<file path="src/rtl/wb_mem_arbiter.sv">
// Two-master round-robin Wishbone B3 arbiter for the shared RAM port.
// Optional bus watchdog enabled with `define WB_ARB_TIMEOUT_EN.
module wb_mem_arbiter #(
  parameter int AW      = 32,
  parameter int DW      = 32,
  parameter int TIMEOUT = 255
) (
  input  logic            wb_clk_i,
  input  logic            wb_rst_ni,
  input  logic [AW-1:0]   m0_adr_i,
  input  logic [DW-1:0]   m0_dat_i,
  input  logic [DW/8-1:0] m0_sel_i,
  input  logic            m0_we_i,
  input  logic            m0_cyc_i,
  input  logic            m0_stb_i,
  input  logic [2:0]      m0_cti_i,
  input  logic [1:0]      m0_bte_i,
  output logic [DW-1:0]   m0_dat_o,
  output logic            m0_ack_o,
  output logic            m0_err_o,
  output logic            m0_rty_o,
  input  logic [AW-1:0]   m1_adr_i,
  input  logic [DW-1:0]   m1_dat_i,
  input  logic [DW/8-1:0] m1_sel_i,
  input  logic            m1_we_i,
  input  logic            m1_cyc_i,
  input  logic            m1_stb_i,
  input  logic [2:0]      m1_cti_i,
  input  logic [1:0]      m1_bte_i,
  output logic [DW-1:0]   m1_dat_o,
  output logic            m1_ack_o,
  output logic            m1_err_o,
  output logic            m1_rty_o,
  output logic [AW-1:0]   s_adr_o,
  output logic [DW-1:0]   s_dat_o,
  output logic [DW/8-1:0] s_sel_o,
  output logic            s_we_o,
  output logic            s_cyc_o,
  output logic            s_stb_o,
  output logic [2:0]      s_cti_o,
  output logic [1:0]      s_bte_o,
  input  logic [DW-1:0]   s_dat_i,
  input  logic            s_ack_i,
  input  logic            s_err_i,
  input  logic            s_rty_i,
  output logic [1:0]      grant_o
);

  typedef enum logic [1:0] {
    IDLE = 2'd0,
    GNT0 = 2'd1,
    GNT1 = 2'd2
  } state_t;

  state_t state_q, state_d;
  logic   last_gnt_q, last_gnt_d;
  logic   g0, g1;
  logic   stb_raw;
  logic   timeout;

  assign g0 = (state_q == GNT0);
  assign g1 = (state_q == GNT1);

  // Next owner: fair tie-break in IDLE, hold while cyc, hand over on release
  always_comb begin
    state_d    = state_q;
    last_gnt_d = last_gnt_q;
    unique case (state_q)
      IDLE: begin
        if (m0_cyc_i && m1_cyc_i)
          state_d = last_gnt_q ? GNT0 : GNT1;
        else if (m0_cyc_i)
          state_d = GNT0;
        else if (m1_cyc_i)
          state_d = GNT1;
      end
      GNT0: begin
        if (!m0_cyc_i)
          state_d = m1_cyc_i ? GNT1 : IDLE;
      end
      GNT1: begin
        if (!m1_cyc_i)
          state_d = m0_cyc_i ? GNT0 : IDLE;
      end
      default: state_d = IDLE;
    endcase
    if (state_d == GNT0)
      last_gnt_d = 1'b0;
    else if (state_d == GNT1)
      last_gnt_d = 1'b1;
  end

  // Owner state and round-robin history
  always_ff @(posedge wb_clk_i or negedge wb_rst_ni) begin
    if (!wb_rst_ni) begin
      state_q    <= IDLE;
      last_gnt_q <= 1'b1;
    end else begin
      state_q    <= state_d;
      last_gnt_q <= last_gnt_d;
    end
  end

  assign grant_o = {g1, g0};

  // Slave side follows the owner; idle parks on master 0 values
  assign s_adr_o = g1 ? m1_adr_i : m0_adr_i;
  assign s_dat_o = g1 ? m1_dat_i : m0_dat_i;
  assign s_sel_o = g1 ? m1_sel_i : m0_sel_i;
  assign s_we_o  = g1 ? m1_we_i  : m0_we_i;
  assign s_cti_o = g1 ? m1_cti_i : m0_cti_i;
  assign s_bte_o = g1 ? m1_bte_i : m0_bte_i;
  assign s_cyc_o = (g0 & m0_cyc_i) | (g1 & m1_cyc_i);
  assign stb_raw = (g0 & m0_stb_i) | (g1 & m1_stb_i);
  assign s_stb_o = stb_raw & ~timeout;

`ifdef WB_ARB_TIMEOUT_EN
  localparam logic [15:0] WD_LAST = 16'(TIMEOUT - 1);

  logic [15:0] wdog_q, wdog_d;
  logic        stall;

  assign stall   = s_cyc_o & stb_raw & ~(s_ack_i | s_err_i | s_rty_i);
  assign timeout = stall & (wdog_q == WD_LAST);

  // Count unterminated strobe cycles of the current owner
  always_comb begin
    wdog_d = wdog_q + 16'd1;
    if ((state_d != state_q) || !stall || timeout)
      wdog_d = '0;
  end

  // Stall counter register
  always_ff @(posedge wb_clk_i or negedge wb_rst_ni) begin
    if (!wb_rst_ni)
      wdog_q <= '0;
    else
      wdog_q <= wdog_d;
  end
`else
  // No watchdog: a legal TIMEOUT is never zero, so this is constant false
  assign timeout = (TIMEOUT == 0);
`endif

  // Read data is broadcast; terminations reach only an active owner
  assign m0_dat_o = s_dat_i;
  assign m1_dat_o = s_dat_i;
  assign m0_ack_o = g0 & m0_cyc_i & s_ack_i;
  assign m0_err_o = g0 & m0_cyc_i & (s_err_i | timeout);
  assign m0_rty_o = g0 & m0_cyc_i & s_rty_i;
  assign m1_ack_o = g1 & m1_cyc_i & s_ack_i;
  assign m1_err_o = g1 & m1_cyc_i & (s_err_i | timeout);
  assign m1_rty_o = g1 & m1_cyc_i & s_rty_i;

endmodule

</file>
<file path="config.mk">
export PLATFORM = sky130hd
export DESIGN_NAME = wb_mem_arbiter
export DESIGN_NICKNAME = d
export VERILOG_FILES = /design/src/rtl/wb_mem_arbiter.sv
export SDC_FILE = /design/constraint.sdc
export NUM_CORES = 1
export LEC_CHECK = 0
export BUFFER_PORTS_ARGS = -buffer_cell sky130_fd_sc_hd__buf_2
export CORE_AREA = 5 5 129 131
export DETAILED_ROUTE_END_ITERATION = 16
export DIE_AREA = 0 0 134 136
export GPL_TIMING_DRIVEN = 0
export SYNTH_ARGS = -nofsm -noshare
export SYNTH_HDL_FRONTEND = slang
export SYNTH_SLANG_ARGS = --single-unit
</file>
<file path="constraint.sdc">
create_clock -name wb_clk_i -period 1.9 [get_ports wb_clk_i]
set_input_delay 0.38 -clock wb_clk_i [delete_from_list [all_inputs] [get_ports wb_clk_i]]
set_output_delay 0.38 -clock wb_clk_i [all_outputs]
set_load 0.03 [all_outputs]
</file>
-- After elaboration in Yosys (flattened, before gate mapping)
Cells that the tools add are included.
- bitwise operators: 12
- equality and inequality tests: 4
- reduce and logical (&&, ||, !) cells: 3
- mux-type cells: 17
- operators with widths (kind ; count):
    two-way mux 32 bit ; 2
    two-way mux 2 bit ; 8
    bitwise AND 1 bit ; 10
    one-hot mux 2 bit (3 select lines) ; 1
    equality test 2 x 1 -> 1 bit, second input constant ; 2
    equality test 2 bit, second input constant ; 2
    two-way mux 1 bit ; 4
    two-way mux 4 bit ; 1
    two-way mux 3 bit ; 1
    zero test 2 bit ; 1
    bitwise OR 1 bit ; 2
    nonzero test 2 bit ; 1
    logical AND 1 bit ; 1
- word-level logic and storage cells: 38
- input bits: 189
- output and inout port bits: 148
- register bits: 3

-- Longest topological paths before layout
Gate-level depths: netlist of run 1.
- depth in word-level cells: 7
- depth in mapped cells: 4
- gate-level depth less buffers: 4

-- Worst setup path after synthesis of run 1
Ideal clock, no wire load.
- path type: register to output
- start: register state_q[0]
- end: output port s_bte_o[0]
- cell stages (with the launch flop): 5
- buffers on the path: 2
- path slack: 0.329 ns
- required time: 1.520 ns
- arrival: 1.191 ns
- cell sequence: dfrtp_1 > nor2b_4 > buf_12 > buf_6 > mux2_4
- longest elaborated chain between the ends: 2
- ends and longest elaborated chain (what ; RTL line ; text):
    start: declaration ; 55 ; state_t state_q, state_d;
    start signal: assignment ; 99 ; state_q <= state_d;
    equality test 2 bit ; 62 ; assign g1 = (state_q == GNT1);
    net g1 ; 57 ; logic g0, g1;
    two-way mux 2 bit ; 112 ; assign s_bte_o = g1 ? m1_bte_i : m0_bte_i;
    end: declaration ; 41 ; output logic [1:0] s_bte_o,
The timed path passes the listed nets, and every way through them passes these cells.

-- Final worst setup path of run 1
- start: register state_q[0]
- end: output port s_cti_o[2]
- longest elaborated chain between the ends: 2
- ends and longest elaborated chain (what ; RTL line ; text):
    equality test 2 bit ; 62 ;
    two-way mux 3 bit ; 111 ; assign s_cti_o = g1 ? m1_cti_i : m0_cti_i;
    end: declaration ; 40 ; output logic [2:0] s_cti_o,
Every way passes these cells.

==> impl_metrics.ini, run 1 <==
[status]
status = finished, violations left
violations = setup timing

[yosys]
synth_cells = 173
synthTopCellsByArea = mux2_4 (55%), buf_4 (25%), buf_12 (8.0%), dfrtp_1 (2.5%), and3_1 (1.9%)
synth_edf_count = 0
ys_ff_latch = 3
synth_ff_type = dfrtp_1
yosys.area.top_type = mux2_4
synth_cell_types = 21
yosysTopAreaCellShare_pct = 55.26
yosysWarningCount = 0
synthArstFlopShare_pct = 100.0
synth_most_common_cell = mux2_4
synthTopCellsByCount = mux2_4 (74), buf_4 (66), buf_12 (8)
syn_nets = 363
ys_seq_area_share_pct = 3.796
synth_area_um2 = 2011
syn_area_per_cell_um2 = 11.62

[layout]
fin_nets = 676
stdcell_count = 677
final_layout_size_suffix_gt1_share_pct = 95.46
num_antenna_cells = 0
fin_util_pct = 28.19
fin_area_um2 = 4364
syn_to_final_growth_pct = 117.1

[worst_setup_path]
end_kind = output port
path_class = reg -> out
critPathArrivalTime_ps = 1590
crit_required_ps = 1520
critPathMaxFanout = 9
reg2regPathDepth = 5
cp-start-kind = register

[min_path]
whs_path_depth = 2
min-delay-path-class = in -> reg

[timing]
fin_skew_ps = 1.908
final.min_clock_period_ps = 1974
setup_violations = 74
setup_slack_ps = -74.49
slew_headroom_pct = 82.90
finalSetupTns_ps = -3573
finalHoldViolations = 0
drv_slew = 0
rsz0062_at_grt = true
fmax_mhz = 506.5
fin_crit_sh_pct = 103.9
worst_pin_slew_ps = 255.3

[global_route]
grt_pass1_vias = 2678
antenna_found_initial = 1
grt_pass1_wl_mm = 14.50
grt_usage_pct = 10.24
grt.overflow.total = 0
grt_max_degree = 11

[placed_design]
io_buffer_count = 304
place_hpwl_mm = 9.289
postPlaceCellArea_um2 = 3772
place_congestion = 0.7437
dp_cells = 669

[routing]
wl_mm = 10.90
drt-initial-drc-count = 26
wire_per_inst_um = 16.10
vias_per_cell = 3.616
ant_nets = 0
vias = 2448
drc = 0
dr.pass1.iters = 4

[clock_network]
cts_max_level = 1
clkTransAtPathRegs_ps = 30
clk_latency_ps = 220
cts_tree = built
cts_num_sinks = 3
numCtsBuffers = 3
cts_buffer_depth = 2
root_buffer = clkbuf_16

[die]
die_h_um = 136
core_um2 = 15480
design.die.area_um2 = 18220
start_util_pct = 12.99
io_pins = 337
rows = 46
die_w_um = 134

[pwr]
cellPowerDensity_nw_per_um2 = 809.6
p_leak_nw = 2.493
ir_drop_uv = 558.3

[flow_run]
drv_cap = 0
[metal layers]
metal	track usage [%]	vias to the layer above	share of wire [%]
met5	0	-	0.12
met4	1.143	2	0.55
met3	3.072	8	11
met2	18.56	192	50
met1	12.34	1085	38
li1	-	1161	-
[sequential cells by signal, indices dropped and copies added, names as in the netlist]
register / flops
state_q: 2
last_gnt_q: 1
[report_power, final]
part / total, mW / switching, mW / internal, mW
Sequential: 0.104 / 0.0146 / 0.0898
Combinational: 3.10 / 1.55 / 1.55
Clock: 0.330 / 0.0537 / 0.277
[final timing paths]
| path | slack [ps] | startpoint | end |
|---|---|---|---|
| worst max-delay path | -70 | state_q[0] | s_cti_o[2] |
| worst min-delay path | 480 | m0_cyc_i | state_q[0] |
| worst max register to register | 410 | state_q[0] | last_gnt_q |
| worst min register to register | 480 | last_gnt_q | last_gnt_q |
| max in group asynchronous | 1210 | wb_rst_ni | last_gnt_q |
| min in group asynchronous | 490 | wb_rst_ni | state_q[1] |
[cells in the final DEF (no fill, tap or decap)]
cell and count:
buf_12 9, and2b_1 1, nor2b_2 1, dfstp_2 1, nor2_1 1, nor2b_4 1, dfrtp_1 2, buf_4 70
nor3b_1 1, ha_1 1, buf_6 71, mux2i_1 1, a21o_1 1, nand2b_1 1, mux2_4 74, a21oi_1 1
buf_2 230, o21a_1 1, clkbuf_16 4, and3_1 6, a22o_1 2, inv_1 1, clkbuf_4 1, dlygate4sd3_1 1
o21ba_2 1, clkbuf_1 1
[stage by stage]
| stage | setup slack, ps | power (mW) | hold WS, ps |
|---|---|---|---|
| finish | -74.49 | 3.533 | 477.1 |
| global route | -131.6 | 3.689 | 486.3 |
| CTS | -101.4 | 3.527 | 474.1 |
| detailed placement | 62.16 | 2.772 | 179.0 |
| global placement | 64.09 | 2.773 | 178.3 |
| floorplan | 329.3 | 2.074 | 84.41 |
[critical path, cell delays in order (launching register included)]
cell and delay (ps):
dfrtp_1 400, nor2b_4 140, buf_12 190, clkbuf_16 180, mux2_4 320, buf_6 140
[area by class of cell]
type | count | area (um2)
Fill cell | 1630 | 11120
Inverter | 1 | 3.754
Sequential cell | 3 | 76.32
Timing Repair Buffer | 308 | 2023
Clock buffer | 4 | 78.83
Tap cell | 192 | 240.2
Buffer | 75 | 675.6
Multi-Input combinational cell | 94 | 1266
[repair_timing]
action                     in CTS  in global routing
gates resized for setup       142                  9
hold buffers                    1                  0
buffers inserted                2                  0
setup endpoints to repair      80                 78
hold endpoints to repair        2                  0
cloned                          0                  1
[cells by family after synthesis]
kind of cell               count (synthesis)  share of synthesized area [%]
muxes                                     75                          55.76
AOI/OAI and AO/OA                          6                          2.365
and+or+nand+nor                           12                          4.108
buffers and inverters                     76                          33.35
DFF                                        3                          3.796
adders and majority gates                  1                         0.6222
(Power assumes the default switching activity.)
==> run 2, diff against run 1 <==
REMOVE_ABC_BUFFERS = 1   (was unset)
==> run 2 against run 1 <==
Compared with the run above: the flow still finishes with violations (setup timing); via count decreased by 17%; clock skew decreased by 1.3 ps; combinational power decreased by 10%; cell area decreased by 18%; global-route usage increased by 1.3 points; count of clock-buffer cells in the layout unchanged; hold slack got worse by 16 ps; critical endpoint is now s_dat_o[15].
==> impl_metrics.ini, run 2 (synthesized netlist as in run 1, its figures left out) <==
[die]
core_um2 = 15480
die_w_um = 134
rows = 46
start_util_pct = 12.99
io_pins = 337
design.die.area_um2 = 18220
die_h_um = 136

[clock_network]
cts_tree = built
numCtsBuffers = 3
root_buffer = clkbuf_16
clkTransAtPathRegs_ps = 30
clk_latency_ps = 220
cts_max_level = 1
cts_num_sinks = 3
cts_buffer_depth = 2

[flow_run]
drv_cap = 0

[worst_setup_path]
path_class = reg -> out
critPathMaxFanout = 8
r2r_slack_ps = 400
cp-start-kind = register
reg2regPathDepth = 5
critPathArrivalTime_ps = 1700
crit_required_ps = 1520
end_kind = output port

[layout]
stdcell_count = 553
reg_top3 = state_q x2, last_gnt_q x1
largest_reg_flops = 2
fin_nets = 552
final_common_cell = buf_2
num_antenna_cells = 0
final_layout_size_suffix_gt1_share_pct = 94.18
final_cell_mix = buf_2 (180), mux2_4 (74), buf_6 (60), and3_1 (6), clkbuf_16 (6)
regMostFlops = state_q
syn_to_final_growth_pct = 78.97

[timing]
setup_violations = 74
fmax_mhz = 480.7
fin_crit_sh_pct = 109.5
slew_headroom_pct = 81.68
finalHoldViolations = 0
fin_skew_ps = 0.5835
worst_pin_slew_ps = 274.2
drv_slew = 0
final.min_clock_period_ps = 2080
rsz0062_at_grt = true
setup_slack_ps = -180.3

[routing]
wire_per_inst_um = 21.54
ant_nets = 0
drc = 0
dr.pass1.iters = 2
vias = 2031
wl_mm = 11.91
drt-initial-drc-count = 26
vias_per_cell = 3.673

[status]
violations = setup timing
status = finished, violations left

[placed_design]
place_hpwl_mm = 10.19
io_buffer_count = 240
dp_cells = 533
place_congestion = 0.7012
pre_cts_ws_ps = -506.0

[min_path]
whs_path_depth = 2
min-delay-path-class = in -> reg

[global_route]
grt_pass1_wl_mm = 14.87
grt_usage_pct = 11.51
grt.overflow.total = 0
grt_pass1_vias = 2151
antenna_found_initial = 0
grt_max_degree = 14

[pwr]
cellPowerDensity_nw_per_um2 = 899.1
ir_drop_uv = 504.9
p_leak_nw = 1.962
==> run 2: cell count changes in the layout (fill, tap and decap cells not counted), moves of 2 or more <==
| cell | before | now |
|---|---|---|
| buf_2 | 230 | 180 |
| buf_6 | 71 | 60 |
| clkbuf_16 | 4 | 6 |
| buf_16 | 0 | 5 |
| buf_12 | 9 | 4 |
| buf_4 | 70 | 5 |
==> run 2: report_power, final <==
| part | internal (mW) | switching, mW |
|---|---|---|
| Clock | 0.277 | 0.0576 |
| Combinational | 1.47 | 1.32 |
| Sequential | 0.0909 | 0.0163 |
| Total | 1.84 | 1.39 |
==> run 2: per-stage QoR <==
| step | cell area (um2) | hold slack [ps] | total power, mW | util, % | TNS [ps] |
|---|---|---|---|---|---|
| 3_5_place_dp | 2853 | 181.6 | 2.253 | 18.43 | -23490 |
| 2_1_floorplan | 1344 | 84.41 | 1.658 | - | -103310 |
| 5_1_grt | 3598 | 477.4 | 3.387 | 23.24 | -12820 |
| 6_report | 3598 | 460.9 | 3.235 | 23.24 | -9342 |
| 3_3_place_gp | 2785 | 180.1 | 2.248 | 17.99 | -149790 |
| 4_1_cts | 3545 | 459.4 | 3.221 | 22.89 | -11060 |
==> run 2: timing repair <==
action | CTS | global route
hold endpoints to repair | 2 | 0
gates resized for setup | 130 | 3
hold buffers | 1 | 0
endpoints found under the setup margin | 80 | 78
gates cloned | 4 | 2
buffers inserted | 9 | 0
==> run 2: area by class of cell <==
type,count,area (um2)
multi-input cells,94,1266
fillers,1654,11880
flip-flops and latches,3,77.57
repair buffers,259,1932
clock buffers,4,78.83
inverters,1,3.754
well taps,192,240.2
==> run 2: worst paths after layout <==
| kind | start | endpoint |
|---|---|---|
| setup / recovery | state_q[0] | s_dat_o[15] |
| hold reg to reg | last_gnt_q | last_gnt_q |
| min in group asynchronous | wb_rst_ni | state_q[1] |
| max in group asynchronous | wb_rst_ni | last_gnt_q |
| hold / removal | m0_cyc_i | state_q[0] |
| setup reg to reg | state_q[0] | last_gnt_q |
==> run 2: per-layer routing <==
metal | share of wire [%] | up-vias | track usage (%)
met3 | 18 | 6 | 9.400
li1 | - | 918 | -
met1 | 36 | 902 | 12.22
met2 | 45 | 203 | 18.02
met5 | 0.86 | - | 5.000
met4 | 0.29 | 2 | 1.029
==> run 2: worst max-delay path, stage by stage, from the launching register on <==
cell	delay (ps)
dfrtp_2	420
nor2b_4	180
clkbuf_16	180
buf_4	190
mux2_4	330
buf_2	180
